## config.mk

```make
export PLATFORM = sky130hd
export DESIGN_NAME = ga23_vram_sched
export DESIGN_NICKNAME = d
export VERILOG_FILES = /design/src/rtl/ga23_pkg.sv /design/src/rtl/ga23_cpu_port.sv /design/src/rtl/ga23_vram_sched.sv
export SDC_FILE = /design/constraint.sdc
export NUM_CORES = 1
export LEC_CHECK = 0
export ABC_AREA = 0
export BUFFER_PORTS_ARGS = -buffer_cell sky130_fd_sc_hd__buf_2
export CAP_MARGIN = 20
export CORE_MARGIN = 3
export CORE_UTILIZATION = 53
export CTS_CLUSTER_DIAMETER = 80
export DETAILED_ROUTE_END_ITERATION = 6
export PLACE_DENSITY = 0.88
export REMOVE_ABC_BUFFERS = 1
export SLEW_MARGIN = 40
export SYNTH_ARGS = -nofsm -noshare
export SYNTH_HDL_FRONTEND = slang
export SYNTH_SLANG_ARGS = --single-unit
```

## constraint.sdc

```tcl
create_clock -name clk -period 4.72 [get_ports clk]
set_input_delay 0.236 -clock clk [delete_from_list [all_inputs] [get_ports clk]]
set_output_delay 0.236 -clock clk [all_outputs]
set_load 0.02 [all_outputs]
```

## src/rtl/ga23_pkg.sv

```systemverilog
// Shared types and sizes for the GA23 VRAM scheduler slice.
package ga23_pkg;

    typedef enum logic {
        ROTATE = 1'b0,
        RS     = 1'b1
    } sched_mode_t;

    typedef enum logic [1:0] {
        IDLE   = 2'd0,
        PEND   = 2'd1,
        ISSUED = 2'd2
    } cpu_st_t;

    localparam int unsigned NUM_LAYERS = 3;
    localparam int unsigned SLOTS      = 8;
    localparam int unsigned RS_LEN     = 16;
    localparam int unsigned VRAM_AW    = 15;

endpackage

```

## src/rtl/ga23_cpu_port.sv

```systemverilog
// CPU side of the VRAM port: request latch, IDLE/PEND/ISSUED handshake,
// busy flag and read-data register. Slot timing comes from the scheduler.
module ga23_cpu_port
    import ga23_pkg::*;
(
    input  logic               clk,
    input  logic               reset_n,
    input  logic               cpu_req,
    input  logic               cpu_we,
    input  logic [VRAM_AW-1:0] cpu_addr,
    input  logic [15:0]        cpu_wdata,
    input  logic               issue,
    input  logic               complete,
    input  logic [15:0]        vram_rdata,
    output logic               pend,
    output logic               issued,
    output logic               req_we,
    output logic [VRAM_AW-1:0] req_addr,
    output logic [15:0]        req_wdata,
    output logic               cpu_busy,
    output logic [15:0]        cpu_rdata
);

    cpu_st_t cpu_st, cpu_st_next;

    // Handshake state register; requests are taken on any clk, not only on ce.
    always_ff @(posedge clk) begin
        if (!reset_n) cpu_st <= IDLE;
        else          cpu_st <= cpu_st_next;
    end

    // Next-state logic: a request while not IDLE is ignored.
    always_comb begin
        cpu_st_next = cpu_st;
        unique case (cpu_st)
            IDLE:    if (cpu_req)  cpu_st_next = PEND;
            PEND:    if (issue)    cpu_st_next = ISSUED;
            ISSUED:  if (complete) cpu_st_next = IDLE;
            default:               cpu_st_next = IDLE;
        endcase
    end

    // Capture the access parameters at the moment the request is accepted.
    always_ff @(posedge clk) begin
        if (!reset_n) begin
            req_we    <= 1'b0;
            req_addr  <= '0;
            req_wdata <= '0;
        end else if (cpu_st == IDLE && cpu_req) begin
            req_we    <= cpu_we;
            req_addr  <= cpu_addr;
            req_wdata <= cpu_wdata;
        end
    end

    // Read data is taken on completion for reads and writes alike.
    always_ff @(posedge clk) begin
        if (!reset_n)                        cpu_rdata <= '0;
        else if (cpu_st == ISSUED && complete) cpu_rdata <= vram_rdata;
    end

    assign pend     = (cpu_st == PEND);
    assign issued   = (cpu_st == ISSUED);
    assign cpu_busy = (cpu_st != IDLE);

endmodule

```

## src/rtl/ga23_vram_sched.sv

```systemverilog
// GA23 VRAM time-slot scheduler: rotates the single VRAM port between the
// three tilemap layers and the CPU, and inserts a 16-ce rowscroll burst per line.
module ga23_vram_sched
    import ga23_pkg::*;
#(
    parameter logic [14:0] RS_BASE   = 15'h7a00,
    parameter logic [14:0] RS_STRIDE = 15'h0200,
    parameter logic [2:0]  CPU_SLOT  = 3'd6
)(
    input  logic        clk,
    input  logic        reset_n,
    input  logic        ce,
    input  logic        hpulse,
    input  logic [9:0]  ve,
    input  logic [29:0] y_ofs,
    input  logic [44:0] layer_addr,
    input  logic        cpu_req,
    input  logic        cpu_we,
    input  logic [14:0] cpu_addr,
    input  logic [15:0] cpu_wdata,
    output logic        cpu_busy,
    output logic [15:0] cpu_rdata,
    output logic [14:0] vram_addr,
    output logic [15:0] vram_wdata,
    output logic        vram_we,
    input  logic [15:0] vram_rdata,
    output logic [2:0]  layer_load,
    output logic [15:0] index_latch,
    output logic [29:0] rowscroll
);

    sched_mode_t        mode, mode_next;
    logic [2:0]         slot;
    logic [3:0]         rs_cyc;
    logic               rs_pending;

    logic [1:0]         lay_idx;
    logic [VRAM_AW-1:0] lay_sel;
    logic               layer_slot;
    logic [1:0]         rs_idx;
    logic               rs_field;
    logic [9:0]         rs_yofs;
    logic [9:0]         rs_sum;
    logic [VRAM_AW-1:0] rs_ofs;
    logic [VRAM_AW-1:0] rs_addr;

    logic               cpu_pend, cpu_issued, req_we;
    logic [VRAM_AW-1:0] req_addr;
    logic [15:0]        req_wdata;
    logic               issue, complete;

    ga23_cpu_port u_cpu_port (
        .clk        (clk),
        .reset_n    (reset_n),
        .cpu_req    (cpu_req),
        .cpu_we     (cpu_we),
        .cpu_addr   (cpu_addr),
        .cpu_wdata  (cpu_wdata),
        .issue      (issue),
        .complete   (complete),
        .vram_rdata (vram_rdata),
        .pend       (cpu_pend),
        .issued     (cpu_issued),
        .req_we     (req_we),
        .req_addr   (req_addr),
        .req_wdata  (req_wdata),
        .cpu_busy   (cpu_busy),
        .cpu_rdata  (cpu_rdata)
    );

    // Per-slot layer address select and rowscroll table address.
    always_comb begin
        lay_idx    = slot[2:1];
        layer_slot = (slot < 3'(2 * NUM_LAYERS));
        lay_sel    = '0;
        unique case (lay_idx)
            2'd0:    lay_sel = layer_addr[14:0];
            2'd1:    lay_sel = layer_addr[29:15];
            2'd2:    lay_sel = layer_addr[44:30];
            default: lay_sel = '0;
        endcase

        rs_idx   = rs_cyc[3:2];
        rs_field = (rs_idx < 2'(NUM_LAYERS));
        rs_yofs  = '0;
        rs_ofs   = '0;
        unique case (rs_idx)
            2'd0:    begin rs_yofs = y_ofs[9:0];   rs_ofs = '0;                end
            2'd1:    begin rs_yofs = y_ofs[19:10]; rs_ofs = RS_STRIDE;         end
            2'd2:    begin rs_yofs = y_ofs[29:20]; rs_ofs = RS_STRIDE << 1;    end
            default: begin rs_yofs = '0;           rs_ofs = '0;                end
        endcase
        rs_sum  = rs_yofs + ve;
        rs_addr = RS_BASE + rs_ofs + {6'b0, rs_sum[8:0]};
    end

    // CPU issue/complete windows; layer slots always win the port.
    assign issue    = ce && (mode == ROTATE) && !layer_slot && (slot == CPU_SLOT) && cpu_pend;
    assign complete = ce && (mode == ROTATE) && (slot == CPU_SLOT + 3'd1) && cpu_issued;

    // Mode register.
    always_ff @(posedge clk) begin
        if (!reset_n) mode <= ROTATE;
        else          mode <= mode_next;
    end

    // Mode transitions: enter the burst at slot 7 when pending, leave after RS_LEN ce.
    always_comb begin
        mode_next = mode;
        if (ce) begin
            unique case (mode)
                ROTATE:  if (slot == 3'(SLOTS - 1) && rs_pending) mode_next = RS;
                RS:      if (rs_cyc == 4'(RS_LEN - 1))             mode_next = ROTATE;
                default: mode_next = ROTATE;
            endcase
        end
    end

    // Slot / burst counters; hpulse forces slot 7 and arms a burst in either mode.
    always_ff @(posedge clk) begin
        if (!reset_n) begin
            slot       <= '0;
            rs_cyc     <= '0;
            rs_pending <= 1'b0;
        end else if (ce) begin
            if (mode == ROTATE) begin
                slot <= slot + 3'd1;
                if (slot == 3'(SLOTS - 1) && rs_pending) begin
                    rs_cyc     <= '0;
                    rs_pending <= 1'b0;
                end
            end else begin
                rs_cyc <= rs_cyc + 4'd1;
                if (rs_cyc == 4'(RS_LEN - 1)) slot <= '0;
            end
            if (hpulse) begin
                slot       <= 3'(SLOTS - 1);
                rs_pending <= 1'b1;
            end
        end
    end

    // VRAM address/data mux and the layer/rowscroll output registers.
    always_ff @(posedge clk) begin
        if (!reset_n) begin
            vram_addr   <= '0;
            vram_wdata  <= '0;
            vram_we     <= 1'b0;
            layer_load  <= '0;
            index_latch <= '0;
            rowscroll   <= '0;
        end else begin
            vram_we <= 1'b0;
            if (ce) begin
                layer_load <= '0;
                if (mode == ROTATE) begin
                    if (layer_slot) begin
                        if (!slot[0]) begin
                            vram_addr <= lay_sel;
                        end else begin
                            vram_addr[0]        <= 1'b1;
                            index_latch         <= vram_rdata;
                            layer_load[lay_idx] <= 1'b1;
                        end
                    end else if (issue) begin
                        vram_addr  <= req_addr;
                        vram_wdata <= req_wdata;
                        vram_we    <= req_we;
                    end
                end else if (rs_field) begin
                    if (rs_cyc[1:0] == 2'd1) vram_addr <= rs_addr;
                    if (rs_cyc[1:0] == 2'd2) begin
                        unique case (rs_idx)
                            2'd0:    rowscroll[9:0]   <= vram_rdata[9:0];
                            2'd1:    rowscroll[19:10] <= vram_rdata[9:0];
                            default: rowscroll[29:20] <= vram_rdata[9:0];
                        endcase
                    end
                end
            end
        end
    end

endmodule

```

==> impl_results.md <==
* Top sig layer: met4
* PD cells at 376 mW/mm^2
* Top cell by count, worst path: ha_1
* Sequential area share after synthesis at 44.7%
* Upper clock frequency limit at 328 MHz
* Rel. slew slack at 46.1%
* Synth Instances at 757
* Slowest-stage cell, CP: ha_1
* Fin crit period at 3.05 ns
* Final setup fails at 0
* Metal3 WL at 1480 um
* Initial antenna violation count at 0
* Core area at 0.0115 sq mm
* Status: complete, no violations
* Hold Crit Class: in -> reg
* Final period utilization at 64.6%
* Clock Skews at 0.0137 ns
* Die H at 115 um
* Setup CP Type: reg -> reg
* Routed WL at 18400 um
* Worst slew pin tran at 0.809 ns
* Unrepaired setup endpoints after global routing: false
* #FFs+latches synth at 140
* Post-synth EDFFs at 0
* Flop pwr share at 41.0%
* Initial core utilization at 54.7%
* Max FO, Critical Path at 21
* Synthesized cell area at 0.00627 sq mm
* Antenna violation net count after detailed routing at 0
* Synth Flop Type: dfxtp_1
* Drt wl/cell at 16.4 um
* CP Capture Type: flip-flop
* Top-level I/O count at 236
* Pin count of the biggest net entering global routing at 95
* Total clock sinks at 140
* Post-CTS Resized at 0
* First-pass GRT wire length at 28000 um
* CP top delay family: adder cells
* Drt drc at 0
* CTS Buf Count at 17
* Crit path DAT at 3.34 ns
* Skew-Pair Late Insertion Delay at 0.43 ns
* ANT cells at 0
* Number of global-route vias before repair at 5704
* Drt pass-1 iters at 5
* Gpl congestion at 0.864
* Layout fillers at 910
* H-tree depth at 4
* Post-synth cell types at 54
* Routed wl met2 at 8960 um
* IO Port Bufs at 231
* CTS Root Cell: clkbuf_16
* Clock buffer depth at 2
* Maxcap violations at 0
* Async SR Flop Fraction at 0%
* Vias after detailed routing at 6307
* Syn Area/Cell at 8.28 sq um
* Slowest stage delay, CP at 0.48 ns
* Die ar. at 0.0132 sq mm
* Pleak at 3.47 nW
* Final core occ at 70.2%
* Cell row count at 39
* Critical path buffer and inverter count at 1
* Detail Placement HPWL at 12500 um
* Int Power at 2.30 mW
* Comb pwr share at 10.9%
* Area growth syn-to-layout at 28.4%
* Critical Path RT at 5.01 ns
* Worst setup SP type: flip-flop
* Nets at 1120
* Fin. Hold Viols at 0
* GRT Total Usage at 27.0%
* CP cell instances: inv_1 -> ha_1 -> a222oi_1 -> nor2_1 -> ha_1 -> fa_1 -> nand3_1 -> a21oi_1 -> or3_1 -> a31oi_1 -> a211oi_1
* NetSw at 729 uW
* DR iter-0 viols at 589
* Switching share of total power at 24.1%
* Layout cells sized above 1 at 29.5%
* M1 WL at 7520 um
* Yosys synthesis warning count at 0
* Reg clk slew, reported paths at 0.07 ns
* Die width at 115 um
* TritonCTS clock tree: done
* Pins Over Slew Limit at 0
* Final TNS setup at 0 ns
* Peak supply drop at 0.000434 V
* Clk pwr share at 48.1%
* Post-CTS Hold Buffers at 0
* Remaining Overflow, GRT at 0
* Setup bufs post-CTS at 0
* Vias/cell at 5.64
-- cells by family after synthesis --
kind of cell | share of synthesized area [%]
simple gates | 22.2
compound gates | 16.5
flops | 44.7
buf+inv | 4.99
mux | 7.00
fa+ha+maj | 3.91
xor+xnor | 0.698
-- Yosys cell counts (2+ instances only) --
master,number,area (sq um)
o21ai_0,12,60.1
mux2i_1,9,90.1
or3_1,2,12.5
clkbuf_1,29,109
nand4b_1,2,17.5
nor3_1,7,35.0
nor3b_2,2,25.0
buf_1,4,15.0
nor3b_1,2,15.0
a22oi_1,2,15.0
nand2_1,211,792
nor2b_1,6,37.5
a21oi_1,131,656
buf_4,5,37.5
nand3b_1,3,22.5
mux4_1,5,131
nand3_1,36,180
a311oi_1,4,35.0
nand2b_1,7,43.8
inv_1,10,37.5
mux4_2,9,203
buf_2,9,45.0
dfxtp_1,140,2800
nand4_1,2,12.5
buf_6,4,45.0
ha_1,18,225
nor2_1,38,143
a21o_1,3,22.5
xnor2_1,4,35.0
a211oi_1,7,52.6
a222oi_1,9,90.1
a31oi_1,3,18.8
-- metal layers --
layer / up-vias / global-route usage (%)
met5: - / 0
met4: 0 / 10.3
met3: 35 / 7.63
met2: 260 / 44.1
met1: 2979 / 34.2
li1: 3033 / -
-- final timing paths --
| kind | startpoint | end | slack (ns) | cells after the start |
|---|---|---|---|---|
| min reg2reg | u_cpu_port.req_wdata[3] | vram_wdata[3] | 0.45 | 2 |
| min | cpu_addr[1] | u_cpu_port.req_addr[1] | 0.04 | 3 |
| max | rs_cyc[2] | vram_addr[6] | 1.67 | 11 |
| max reg2reg | rs_cyc[2] | vram_addr[6] | 1.67 | 11 |
-- power groups by stage --
stage          registers [mW]  logic (mW)  clock network (mW)
2_1_floorplan            1.29       0.159                   0
3_3_place_gp             1.26       0.317                   0
3_5_place_dp             1.27       0.325                   0
4_1_cts                  1.24       0.328                1.47
5_1_grt                  1.24       0.361                1.52
6_report                 1.24       0.330                1.46
-- cells in the final DEF (no fill, tap or decap), types with 2 or more instances in the layout --
cell type and count:
a211oi_1 7, a21o_1 3, a21oi_1 131, a222oi_1 9
a22oi_1 2, a311oi_1 4, a31oi_1 3, buf_2 231
buf_4 8, bufinv_16 5, clkbuf_16 17, clkinv_2 3
clkinv_4 3, dfxtp_1 140, ha_1 18, inv_1 10
inv_6 3, mux2i_1 9, mux4_1 5, mux4_2 9
nand2_1 211, nand2b_1 7, nand3_1 36, nand3b_1 3
nand4_1 2, nand4b_1 2, nor2_1 38, nor2b_1 6
nor3_1 7, nor3b_1 2, nor3b_4 2, o21ai_0 12
or3_1 2, xnor2_1 4
-- sequential cells by signal (all words and copies together), names as in the netlist --
register              cells
slot                      3
vram_addr                15
mode                      1
layer_load                3
vram_wdata               16
rowscroll                30
u_cpu_port.req_addr      15
u_cpu_port.cpu_st         2
index_latch              16
vram_we                   1
u_cpu_port.req_we         1
rs_cyc                    4
u_cpu_port.cpu_rdata     16
u_cpu_port.req_wdata     16
rs_pending                1
-- worst min-delay path: stages --
cell and delay, ns:
buf_2 0.10, nand2_1 0.05, a21oi_1 0.05
-- through the flow --
step           worst slack (ns)  cells  instance area (sq um)  hold slack (ns)  power [mW]
6_report                   1.67   1119                   8050           0.0423        3.03
5_1_grt                    1.40   1119                   8050           0.0513        3.13
4_1_cts                    1.69   1119                   8050           0.0300        3.04
3_5_place_dp               1.71   1087                   7400            0.443        1.59
3_3_place_gp               1.71   1087                   7400            0.437        1.58
2_1_floorplan              1.66    705                   6000            0.372        1.45
-- final cells by class --
type                       instances  area, sq um  share of cell area, %
clock buffer                      18          429                   5.33
clock inverter                    14          216                   2.69
inverter                          11         46.3                  0.575
multi-input combinational        554         3160                   39.3
sequential                       140         2800                   34.8
tap                              143          179                   2.22
timing repair buffer             239         1220                   15.1
Power figures use the tool's default switching activity.
